[config.mk]
export PLATFORM = sky130hd
export DESIGN_NAME = multicycle_ctrl
export DESIGN_NICKNAME = d
export VERILOG_FILES = /design/src/rtl/multicycle_ctrl.sv
export SDC_FILE = /design/constraint.sdc
export NUM_CORES = 1
export LEC_CHECK = 0
export CELL_PAD_IN_SITES_DETAIL_PLACEMENT = 2
export CELL_PAD_IN_SITES_GLOBAL_PLACEMENT = 2
export CORE_MARGIN = 4
export CORE_UTILIZATION = 34
export CTS_BUF_LIST = sky130_fd_sc_hd__clkbuf_8
export DETAILED_ROUTE_END_ITERATION = 8
export DONT_BUFFER_PORTS = 1
export PLACE_DENSITY = 0.86
export RECOVER_POWER = 25
export SETUP_SLACK_MARGIN = 0.15
export SYNTH_ARGS = -nofsm -noshare
export SYNTH_HDL_FRONTEND = slang
export SYNTH_SLANG_ARGS = --single-unit
export TNS_END_PERCENT = 10
[constraint.sdc]
create_clock -name clk -period 1.83 [get_ports clk]
set_input_delay 0.366 -clock clk [delete_from_list [all_inputs] [get_ports clk]]
set_output_delay 0.366 -clock clk [all_outputs]
set_load 0.05 [all_outputs]
[src/rtl/multicycle_ctrl.sv]
// rtl/multicycle_ctrl.sv - RV32I multi-cycle sequencer FETCH/DECODE/EXEC/MEM/WB with ack timeout
// Optional retired-instruction counter enabled by defining INSTRET_CNT_EN.
module multicycle_ctrl #(
  parameter int ACK_TIMEOUT = 16,
  parameter int CNT_W       = 32
) (
  input  logic             clk,
  input  logic             rst,
  input  logic [6:0]       opcode,
  input  logic             branch_taken,
  input  logic             halt_req,
  input  logic             imem_ack,
  input  logic             dmem_ack,
  output logic             imem_req,
  output logic             ir_we,
  output logic             dmem_req,
  output logic             dmem_we,
  output logic             alu_src_imm,
  output logic             reg_we,
  output logic [1:0]       wb_sel,
  output logic             pc_we,
  output logic [1:0]       pc_sel,
  output logic             halted,
  output logic             err,
  output logic [2:0]       state,
  output logic [CNT_W-1:0] instret
);

  typedef enum logic [2:0] {
    S_FETCH  = 3'd0,
    S_DECODE = 3'd1,
    S_EXEC   = 3'd2,
    S_MEM    = 3'd3,
    S_WB     = 3'd4,
    S_HALT   = 3'd7
  } state_e;

  localparam logic [6:0] OP_LUI    = 7'b0110111;
  localparam logic [6:0] OP_AUIPC  = 7'b0010111;
  localparam logic [6:0] OP_JAL    = 7'b1101111;
  localparam logic [6:0] OP_JALR   = 7'b1100111;
  localparam logic [6:0] OP_BRANCH = 7'b1100011;
  localparam logic [6:0] OP_LOAD   = 7'b0000011;
  localparam logic [6:0] OP_STORE  = 7'b0100011;
  localparam logic [6:0] OP_OPIMM  = 7'b0010011;
  localparam logic [6:0] OP_OP     = 7'b0110011;

  localparam int          TW      = (ACK_TIMEOUT > 1) ? $clog2(ACK_TIMEOUT + 1) : 1;
  localparam logic        TO_EN   = (ACK_TIMEOUT > 0);
  localparam logic [TW-1:0] TO_LAST = TW'((ACK_TIMEOUT > 0) ? ACK_TIMEOUT - 1 : 0);

  state_e        state_q, state_d;
  logic          err_q, err_d;
  logic [TW-1:0] cnt_q, cnt_d;
  logic          req_wait, timeout;

  function automatic logic is_legal(input logic [6:0] op);
    case (op)
      OP_LUI, OP_AUIPC, OP_JAL, OP_JALR, OP_BRANCH,
      OP_LOAD, OP_STORE, OP_OPIMM, OP_OP: is_legal = 1'b1;
      default:                            is_legal = 1'b0;
    endcase
  endfunction

  // Req only drops between requests, so clearing while idle equals clearing on its rising edge.
  assign req_wait = ((state_q == S_FETCH) && !imem_ack) || ((state_q == S_MEM) && !dmem_ack);
  assign timeout  = TO_EN && req_wait && (cnt_q == TO_LAST);
  assign cnt_d    = (req_wait && TO_EN) ? cnt_q + 1'b1 : '0;

  always_ff @(posedge clk) begin
    if (rst) begin
      state_q <= S_FETCH;
      err_q   <= 1'b0;
      cnt_q   <= '0;
    end else begin
      state_q <= state_d;
      err_q   <= err_d;
      cnt_q   <= cnt_d;
    end
  end

  always_comb begin
    state_d     = state_q;
    err_d       = err_q;
    imem_req    = 1'b0;
    ir_we       = 1'b0;
    dmem_req    = 1'b0;
    dmem_we     = 1'b0;
    alu_src_imm = 1'b0;
    reg_we      = 1'b0;
    wb_sel      = 2'b00;
    pc_we       = 1'b0;
    pc_sel      = 2'b00;
    case (state_q)
      S_FETCH: begin
        imem_req = 1'b1;
        if (imem_ack) begin
          ir_we   = 1'b1;
          state_d = S_DECODE;
        end else if (timeout) begin
          state_d = S_HALT;
          err_d   = 1'b1;
        end
      end
      S_DECODE: begin
        if (is_legal(opcode)) begin
          state_d = S_EXEC;
        end else begin
          state_d = S_HALT;
          err_d   = 1'b1;
        end
      end
      S_EXEC: begin
        alu_src_imm = (opcode != OP_OP) && (opcode != OP_BRANCH);
        if (opcode == OP_BRANCH) begin
          pc_we   = 1'b1;
          pc_sel  = branch_taken ? 2'b01 : 2'b00;
          state_d = S_FETCH;
        end else if ((opcode == OP_LOAD) || (opcode == OP_STORE)) begin
          state_d = S_MEM;
        end else begin
          state_d = S_WB;
        end
      end
      S_MEM: begin
        dmem_req = 1'b1;
        dmem_we  = (opcode == OP_STORE);
        if (dmem_ack) begin
          if (opcode == OP_STORE) begin
            pc_we   = 1'b1;
            state_d = S_FETCH;
          end else begin
            state_d = S_WB;
          end
        end else if (timeout) begin
          state_d = S_HALT;
          err_d   = 1'b1;
        end
      end
      S_WB: begin
        reg_we  = 1'b1;
        pc_we   = 1'b1;
        state_d = S_FETCH;
        case (opcode)
          OP_LOAD:          wb_sel = 2'b01;
          OP_JAL, OP_JALR:  wb_sel = 2'b10;
          OP_LUI:           wb_sel = 2'b11;
          default:          wb_sel = 2'b00;
        endcase
        if (opcode == OP_JAL)       pc_sel = 2'b01;
        else if (opcode == OP_JALR) pc_sel = 2'b10;
      end
      S_HALT:  state_d = S_HALT;
      default: state_d = S_FETCH;
    endcase
    // A stop request only takes effect once the current instruction retires.
    if (pc_we && halt_req) state_d = S_HALT;
    if (rst) begin
      imem_req    = 1'b0;
      ir_we       = 1'b0;
      dmem_req    = 1'b0;
      dmem_we     = 1'b0;
      alu_src_imm = 1'b0;
      reg_we      = 1'b0;
      wb_sel      = 2'b00;
      pc_we       = 1'b0;
      pc_sel      = 2'b00;
    end
  end

  assign halted = (state_q == S_HALT);
  assign err    = err_q;
  assign state  = state_q;

`ifdef INSTRET_CNT_EN
  logic [CNT_W-1:0] instret_q;
  always_ff @(posedge clk) begin
    if (rst)        instret_q <= '0;
    else if (pc_we) instret_q <= instret_q + 1'b1;
  end
  assign instret = instret_q;
`else
  assign instret = '0;
`endif

endmodule

==> results of run 1 <==
-- cell usage in the layout, fill, tap and decap left out, types with 3 or more instances in the layout --
cell type / count
conb_1: 32
inv_1: 6
xnor2_1: 4
buf_4: 11
nor2_1: 10
buf_12: 6
nand2b_1: 3
dfxtp_1: 6
nand2_1: 3
nand3_1: 5
buf_6: 4
clkbuf_8: 3
a21oi_1: 4
nor3b_4: 3
dfxtp_4: 3
nor2b_1: 3
-- per-layer routing --
metal  up-vias  global-route usage, %  part of all wire (%)
met5         -                      0                     0
met4         0                  8.443                   2.5
met1       531                  18.70                    33
met2        36                  44.19                    60
met3        11                  2.426                   3.6
li1        485                      -                     -
-- path summary, 6_finish.rpt --
check / to / from / depth (start not counted) / slack (ns)
setup / recovery: pc_sel[1] / state[1] / 5 / -0.19
hold / removal: state[2] / rst / 1 / 0.19
setup reg to reg: cnt_q[4] / state[0] / 5 / -0.04
hold reg to reg: cnt_q[0] / cnt_q[0] / 1 / 0.47
-- area by class of cell --
| type | instances | area [µm²] | share of cell area, % |
|---|---|---|---|
| clock buffers | 3 | 41.29 | 2.755 |
| clock inverters | 1 | 3.754 | 0.2504 |
| inverters | 5 | 18.77 | 1.252 |
| multi-input cells | 122 | 912.1 | 60.85 |
| flip-flops and latches | 9 | 191.4 | 12.77 |
| well taps | 44 | 55.05 | 3.673 |
| repair buffers | 25 | 276.5 | 18.45 |
-- repair_timing --
action	in CTS	in global routing
pin swaps	9	5
gates cloned	0	0
buffers inserted	4	0
endpoints found under the setup margin	13	19
resized for setup	22	4
-- kinds of logic after synthesis --
kind of cell | Yosys count
flip-flops | 9
AO/OA/AOI/OAI | 25
buffers and inverters | 43
adder cells (fa/ha/maj) | 2
AND/OR/NAND/NOR | 57
multiplexers | 1
XOR/XNOR | 5
other | 1
-- flip-flops by register name, summed over array words and instances (netlist names) --
signal	cells
state	3
err	1
cnt_q	5
-- through the flow --
stage | hold WS (ns) | cell area (µm²)
global placement | 0.4277 | 1303
floorplan | 0.4175 | 1299
finish | 0.1934 | 1499
detailed placement | 0.4399 | 1303
CTS | 0.1845 | 1483
global route | 0.1774 | 1499
-- power groups by stage --
stage                     combinational (µW)  sequential (µW)  clock (µW)
after floorplan                          814              458           0
after global routing                    1340              398         250
final                                   1280              391         229
after global placement                  1070              377           0
after CTS                               1280              387         238
after detailed placement                1120              384           0
-- critical path, cell delays in order, from the launching register on --
cell and delay (ns):
dfxtp_4 0.37, or3b_4 0.43, nor2_4 0.14, nand2_4 0.08, nor3b_4 0.23, buf_12 0.17
==> metrics.cfg, run 1 <==
[status]
run_status = complete, but fails checks
violations = negative setup slack

[critical_path]
worst-setup-path-type = reg2out
crit_path_max_fanout = 5
crit_path_end_kind = primary output
critPathLaunchType = flop
crit_arrival_ns = 1.65
required_ns = 1.46

[pwr]
p_int_uw = 861.4
switching_share_pct = 54.56
power_leakage_uw = 0.0006088
pwr-share-comb_pct = 67.3
p_clk_share_pct = 12.1
total_power_uw = 1896
switchingPower_uw = 1034
power.density_mw_per_mm2 = 1265
p_seq_share_pct = 20.6
vdd_drop_max_mv = 0.5581

[floorplan]
start_util_pct = 35.57
die_area_mm2 = 0.004192
die_h_um = 64.75
ios = 61
core_area_mm2 = 0.003078
die_w_um = 64.75
row_count = 20

[synthesis]
synth.area.top_cells = buf_4, dfxtp_1, nor2_1, xnor2_1, nor3b_1
synth.top_cell.area_share_pct = 22.63
ys_warn_count = 0
ys_seq_area_share_pct = 16.46
ys.flop_type = dfxtp_1
synth_compound_area_share_pct = 17.60
ys_ff_latch = 9
yosysTopAreaCell = buf_4
yosys.area_share.simple_pct = 30.74
synth_top_family_by_area = simple AND/OR/NAND/NOR gates
ys_types = 49
syn_area_per_cell_um2 = 7.656
synth_fa_ha_area_share_pct = 2.286
synth_commonest_cells = buf_4, nor2_1, dfxtp_1
synth_xor_area_share_pct = 4.000
synth_edf_count = 0
synth_mux_area_share_pct = 0.9143
synth.most_common_cell = buf_4
netlist_area_mm2 = 0.001095
async_reset_ff_share_pct = 0
syn_inst = 143

[timing]
timing.setup.tns_ns = -0.9970
slew_viol_final = 0
setup_violations = 12
fin_skew_ns = 0.005938
final.period_utilization_pct = 110.3
fmax_mhz = 495.2
worst_slack_ns = -0.1892
hold_viol = 0
max_slew_margin_pct = 58.02
rsz0062_at_grt = true
tightestPinTransition_ns = 0.6296
fin_crit_ns = 2.019

[placement]
dp_cells = 201
hpwl_mm = 3.194
portBuffers = 0
gp_congestion = 0.8924
pre_cts_slack_ns = -0.1055

[clock_tree]
cts.clk_slew.worst_paths_ns = 0.05
cts_tree = built
cts_hold_buffers = 0
cts_buffer_depth = 2
clkSinkCount = 9
cts.htree.levels = 1
clk_latency_ns = 0.24
root_buffer = clkbuf_8
cts_buffers = 3

[cells_and_area]
stdcell_count = 209
n_antenna_cell = 0
nFillCells = 340
fin_nets = 181
areaGrowthSynthToFinish_pct = 36.91
drive_gt1_share_pct = 33.94
fin_util_pct = 48.70

[grt]
antenna_found_initial = 0
grt_pass1_wl_mm = 6.499
grt_max_degree = 15
grt_pass1_vias = 1194
grt_overflow = 0
grt_usage_pct = 20.63

[detailed_routing]
drt_iter0_markers = 17
drc_errors = 0
wirelength_mm = 4.182
detail_route.wl_per_cell_um = 20.01
vias_per_cell = 5.086
ant_nets = 0
dr_total_vias = 1063
drtPass1Iterations = 6

[worst_hold_path]
hold_path_class = in2reg

[flow_run]
max-cap-violations = 0

Note: power is estimated with default switching activity, not from simulation.
==> run 2, diff against run 1 <==
- CELL_PAD_IN_SITES_DETAIL_PLACEMENT: 2 -> not set
- CELL_PAD_IN_SITES_GLOBAL_PLACEMENT: 2 -> not set
- CORE_UTILIZATION: 34 -> 45
- PLACE_DENSITY: 0.86 -> 0.64
- clock period: 1.83 -> 2.3 ns (I/O delays scaled with it)
==> run 2 against run 1 <==
  * The run now ends clean
  * Sequential cell count unchanged
  * First-iteration DRC count up 140%
  * Utilization up 12 points
  * Critical path depth unchanged
  * Worst setup slack better by 0.38 ns
  * Cell count down 9.1%
  * Clock skew down 0.0036 ns
  * Clock-buffer cell count unchanged
  * Via count down 6.0%
  * Sequential share of layout area up 1.2 points
  * Routed wire length down 40%
  * Critical path type is now in2out
  * Critical endpoint is now pc_sel[0]
==> metrics.cfg, run 2 (synthesis gave the netlist of run 1 again) <==
[status]
run_status = completed

[detailed_routing]
wirelength_mm = 2.491
drt_iter0_markers = 41
met2_length_mm = 1.222
wl_met1_um = 933
dr_total_vias = 999
detail_route.wl_per_cell_um = 13.11
met3_length_um = 248
dr.max_layer_used = met4
drtPass1Iterations = 4
vias_per_cell = 5.258
drc_errors = 0
ant_nets = 0

[grt]
antenna_found_initial = 0
grt_usage_pct = 15.18
grt_pass1_wl_mm = 4.064
grt_overflow = 0
grt_pass1_vias = 869
grt_max_degree = 15

[cells_and_area]
fin_nets = 178
areaGrowthSynthToFinish_pct = 25.26
drive_gt1_share_pct = 29.01
top_register = cnt_q
final_common_cell = conb_1
n_antenna_cell = 0
stdcell_count = 190
final_cell_mix = conb_1, buf_4, nor2_1
largest_reg_flops = 5
nFillCells = 211

[critical_path]
crit_arrival_ns = 1.65
required_ns = 1.84
crit_path_max_fanout = 4
worst-setup-path-type = in2out
crit_path_end_kind = primary output
critPathLaunchType = primary input

[timing]
worst_slack_ns = 0.1873
fin_skew_ns = 0.002338
tightestPinTransition_ns = 0.5974
fmax_mhz = 473.3
setup_violations = 0
rsz0062_at_grt = true
hold_viol = 0
fin_crit_ns = 2.113
max_slew_margin_pct = 60.34
slew_viol_final = 0
final.period_utilization_pct = 91.86

[placement]
portBuffers = 0
gp_congestion = 0.8492
dp_cells = 179
hpwl_mm = 1.991
pre_cts_slack_ns = 0.1930

[flow_run]
max-cap-violations = 0

[clock_tree]
cts_hold_buffers = 0
cts_buffer_depth = 2
root_buffer = clkbuf_8
clkSinkCount = 9
cts_buffers = 3
clk_latency_ns = 0.23
cts.clk_slew.worst_paths_ns = 0.05
cts_tree = built
cts.htree.levels = 1

[worst_hold_path]
hold_path_class = in2reg

[floorplan]
die_area_mm2 = 0.003286
ios = 61
die_w_um = 57.33
start_util_pct = 48.56
core_area_mm2 = 0.002255
die_h_um = 57.33
row_count = 17

[pwr]
power.density_mw_per_mm2 = 1009
vdd_drop_max_mv = 0.5098
power_leakage_uw = 0.0005614

==> run 2: where the power goes <==
| group | internal (µW) | switching [µW] |
|---|---|---|
| Clock | 118 | 65.0 |
| Combinational | 316 | 572 |
| Sequential | 213 | 99.8 |
| Total | 647 | 737 |
==> run 2: critical path, stage by stage <==
cell       delay (ns)
and4bb_2         0.31
and2_1           0.13
nand4_1          0.15
a2111oi_4        0.36
clkbuf_16        0.23
==> run 2: path summary, 6_finish.rpt <==
check	from	end	slack [ns]	cells after the start
worst max-delay path	opcode[2]	pc_sel[0]	0.19	5
worst min-delay path	rst	state[0]	0.29	1
worst max register to register	cnt_q[0]	state[2]	0.64	7
worst min register to register	cnt_q[0]	cnt_q[0]	0.44	1
==> run 2: metal layers <==
metal	vias to the layer above	global-route usage, %
met5	-	0
li1	477	-
met4	0	7.285
met3	9	3.620
met2	60	24.80
met1	453	18.66
==> run 2: cell type report <==
| class | count | area, µm² | area share [%] |
|---|---|---|---|
| Timing Repair Buffer | 22 | 241.5 | 17.61 |
| Multi-Input combinational cell | 122 | 838.3 | 61.13 |
| Inverter | 5 | 18.77 | 1.369 |
| Tap cell | 28 | 35.03 | 2.555 |
| Sequential cell | 9 | 191.4 | 13.96 |
| Clock inverter | 1 | 5.005 | 0.3650 |
| Clock buffer | 3 | 41.29 | 3.011 |
==> run 2: repair_timing <==
action	4_1_cts	5_1_grt
buffers inserted	0	7
resized for setup	2	6
setup endpoints to repair	1	5
pin swaps	3	6
==> run 2: metrics by stage <==
step / power, µW / cell area (µm²) / TNS [ns] / util, % / hold WS, ns
6_report: 1384 / 1371 / 0 / 60.82 / 0.2900
5_1_grt: 1471 / 1371 / 0 / 60.82 / 0.2801
4_1_cts: 1324 / 1303 / 0 / 57.77 / 0.2846
3_5_place_dp: 1119 / 1245 / 0 / 55.22 / 0.4369
3_3_place_gp: 1112 / 1245 / 0 / 55.22 / 0.4327
2_1_floorplan: 1013 / 1306 / -0.2682 / - / 0.4175
==> run 3, diff against run 2 <==
- REMOVE_ABC_BUFFERS: not set -> 1
==> run 3 against run 2 <==
  * Sequential power shrank 3%
  * Non-clock buffer count is 5 lower
  * Clock-buffer cell count stayed put
  * Sequential share of layout area up 0.97 points
  * Final area fell by 11%
  * Critical endpoint is now pc_sel[1]
  * Register-to-register slack improved by 0.04 ns
  * Maximum frequency fell by 1.5%
  * Highest routed layer unchanged
  * Critical path type is now reg2out
  * Cell count is 2.6% lower
==> metrics.cfg, run 3 (synthesis gave the netlist of run 1 again) <==
[pwr]
p_int_uw = 588.6
p_seq_share_pct = 23.6
pwr-share-comb_pct = 63.1
switching_share_pct = 54.28
p_clk_share_pct = 13.3
vdd_drop_max_mv = 0.5836
switchingPower_uw = 698.8
power.density_mw_per_mm2 = 1052
power_leakage_uw = 0.0005101

[critical_path]
required_ns = 1.84
crit_chain = buf_8 > or3b_4 > nor2_4 > nand2_2 > nor3b_2 > buf_6
crit_path_max_fanout = 5
critical-path-max-stage-delay_ns = 0.41
crit_family = simple AND/OR/NAND/NOR gates
crit_buf_inv = 2
critPathLaunchType = flop
crit_path_end_kind = primary output
worst-setup-path-type = reg2out
slowest_stage = or3b_4
crit_arrival_ns = 1.68

[cells_and_area]
drive_gt1_share_pct = 23.57
nFillCells = 221
final_common_cell = conb_1
n_antenna_cell = 0
fin_nets = 173
largest_reg_flops = 5
fin_util_pct = 54.27
final_cell_mix = conb_1, buf_4, nor2_1
top_register = cnt_q
areaGrowthSynthToFinish_pct = 11.77

[worst_hold_path]
hold_path_class = in2reg

[timing]
rsz0062_at_grt = true
hold_viol = 0
fin_crit_ns = 2.144
fin_skew_ns = 0.0001973
setup_violations = 0
final.period_utilization_pct = 93.22
fmax_mhz = 466.4
tightestPinTransition_ns = 0.5115
worst_slack_ns = 0.1560
slew_viol_final = 0
max_slew_margin_pct = 65.85

[clock_tree]
root_buffer = clkbuf_8
cts_buffers = 3
cts_buffer_depth = 2
cts_hold_buffers = 0
cts.clk_slew.worst_paths_ns = 0.04
cts_tree = built
cts_setup_buffers = 0
clk_latency_ns = 0.23
clkSinkCount = 9
cts.htree.levels = 1

[floorplan]
ios = 61
die_h_um = 57.33
row_count = 17
start_util_pct = 48.56
die_w_um = 57.33
core_area_mm2 = 0.002255
die_area_mm2 = 0.003286

[detailed_routing]
wirelength_mm = 2.484
vias_per_cell = 5.114
drtPass1Iterations = 4
dr_total_vias = 946
ant_nets = 0
drt_iter0_markers = 26
drc_errors = 0
detail_route.wl_per_cell_um = 13.43

[flow_run]
max-cap-violations = 0

[placement]
pre_cts_slack_ns = 0.1868
hpwl_mm = 1.976
gp_congestion = 0.8882
portBuffers = 0

[grt]
grt_usage_pct = 14.36
grt_overflow = 0
grt_pass1_wl_mm = 3.767
grt_pass1_vias = 812
grt_max_degree = 15
antenna_found_initial = 0

[status]
run_status = completed

## run 3: cell count changes in the layout (fill, tap and decap cells not counted), sizes merged
cell    previous run  this run
inv                5         6
clkbuf             5         3
buf               20        17
clkinv             1         0
## run 3: through the flow
stage | hold WS, ns | instance area [µm²] | std cells | TNS, ns | power [µW]
6_report | 0.2962 | 1224 | 185 | 0 | 1287
5_1_grt | 0.2819 | 1224 | 185 | 0 | 1373
4_1_cts | 0.2858 | 1194 | 185 | 0 | 1263
3_5_place_dp | 0.4508 | 1135 | 181 | 0 | 1068
3_3_place_gp | 0.4318 | 1135 | 181 | 0 | 1067
2_1_floorplan | 0.4175 | 927.1 | 136 | -8.129 | 860.5
## run 3: repair_timing
item	CTS	global route
pin swaps	0	2
endpoints found under the setup margin	4	4
resized for setup	4	8
## run 3: layout make-up
cell class              instances  area (µm²)  area share [%]
multi-input cells             122       787.0           64.32
repair buffers                 17       155.1           12.68
inverters                       5       18.77           1.534
clock inverters                 1       3.754          0.3067
clock buffers                   3       41.29           3.374
flip-flops and latches          9       182.7           14.93
well taps                      28       35.03           2.863
## run 3: path summary, 6_finish.rpt
kind            start   endpoint  slack, ns  cells past startpoint
max          state[1]  pc_sel[1]       0.16                      6
min               rst   state[0]       0.30                      1
max reg2reg  cnt_q[0]   state[2]       0.68                      7
min reg2reg  cnt_q[0]   cnt_q[0]       0.46                      1
## run 3: power by group through the flow
stage / Sequential (µW) / Clock [µW] / Combinational [µW]
final: 304 / 172 / 812
after floorplan: 392 / 0 / 468
after global routing: 313 / 192 / 868
after global placement: 290 / 0 / 777
after CTS: 295 / 181 / 787
after detailed placement: 291 / 0 / 777
## run 3: layer usage
layer  vias to the layer above  GRT usage (%)  part of all wire (%)
met2                        49          24.14                    51
met4                         0          2.980                  0.56
met3                         2          6.109                    11
li1                        465              -                     -
met5                         -              0                     0
met1                       430          17.05                    37
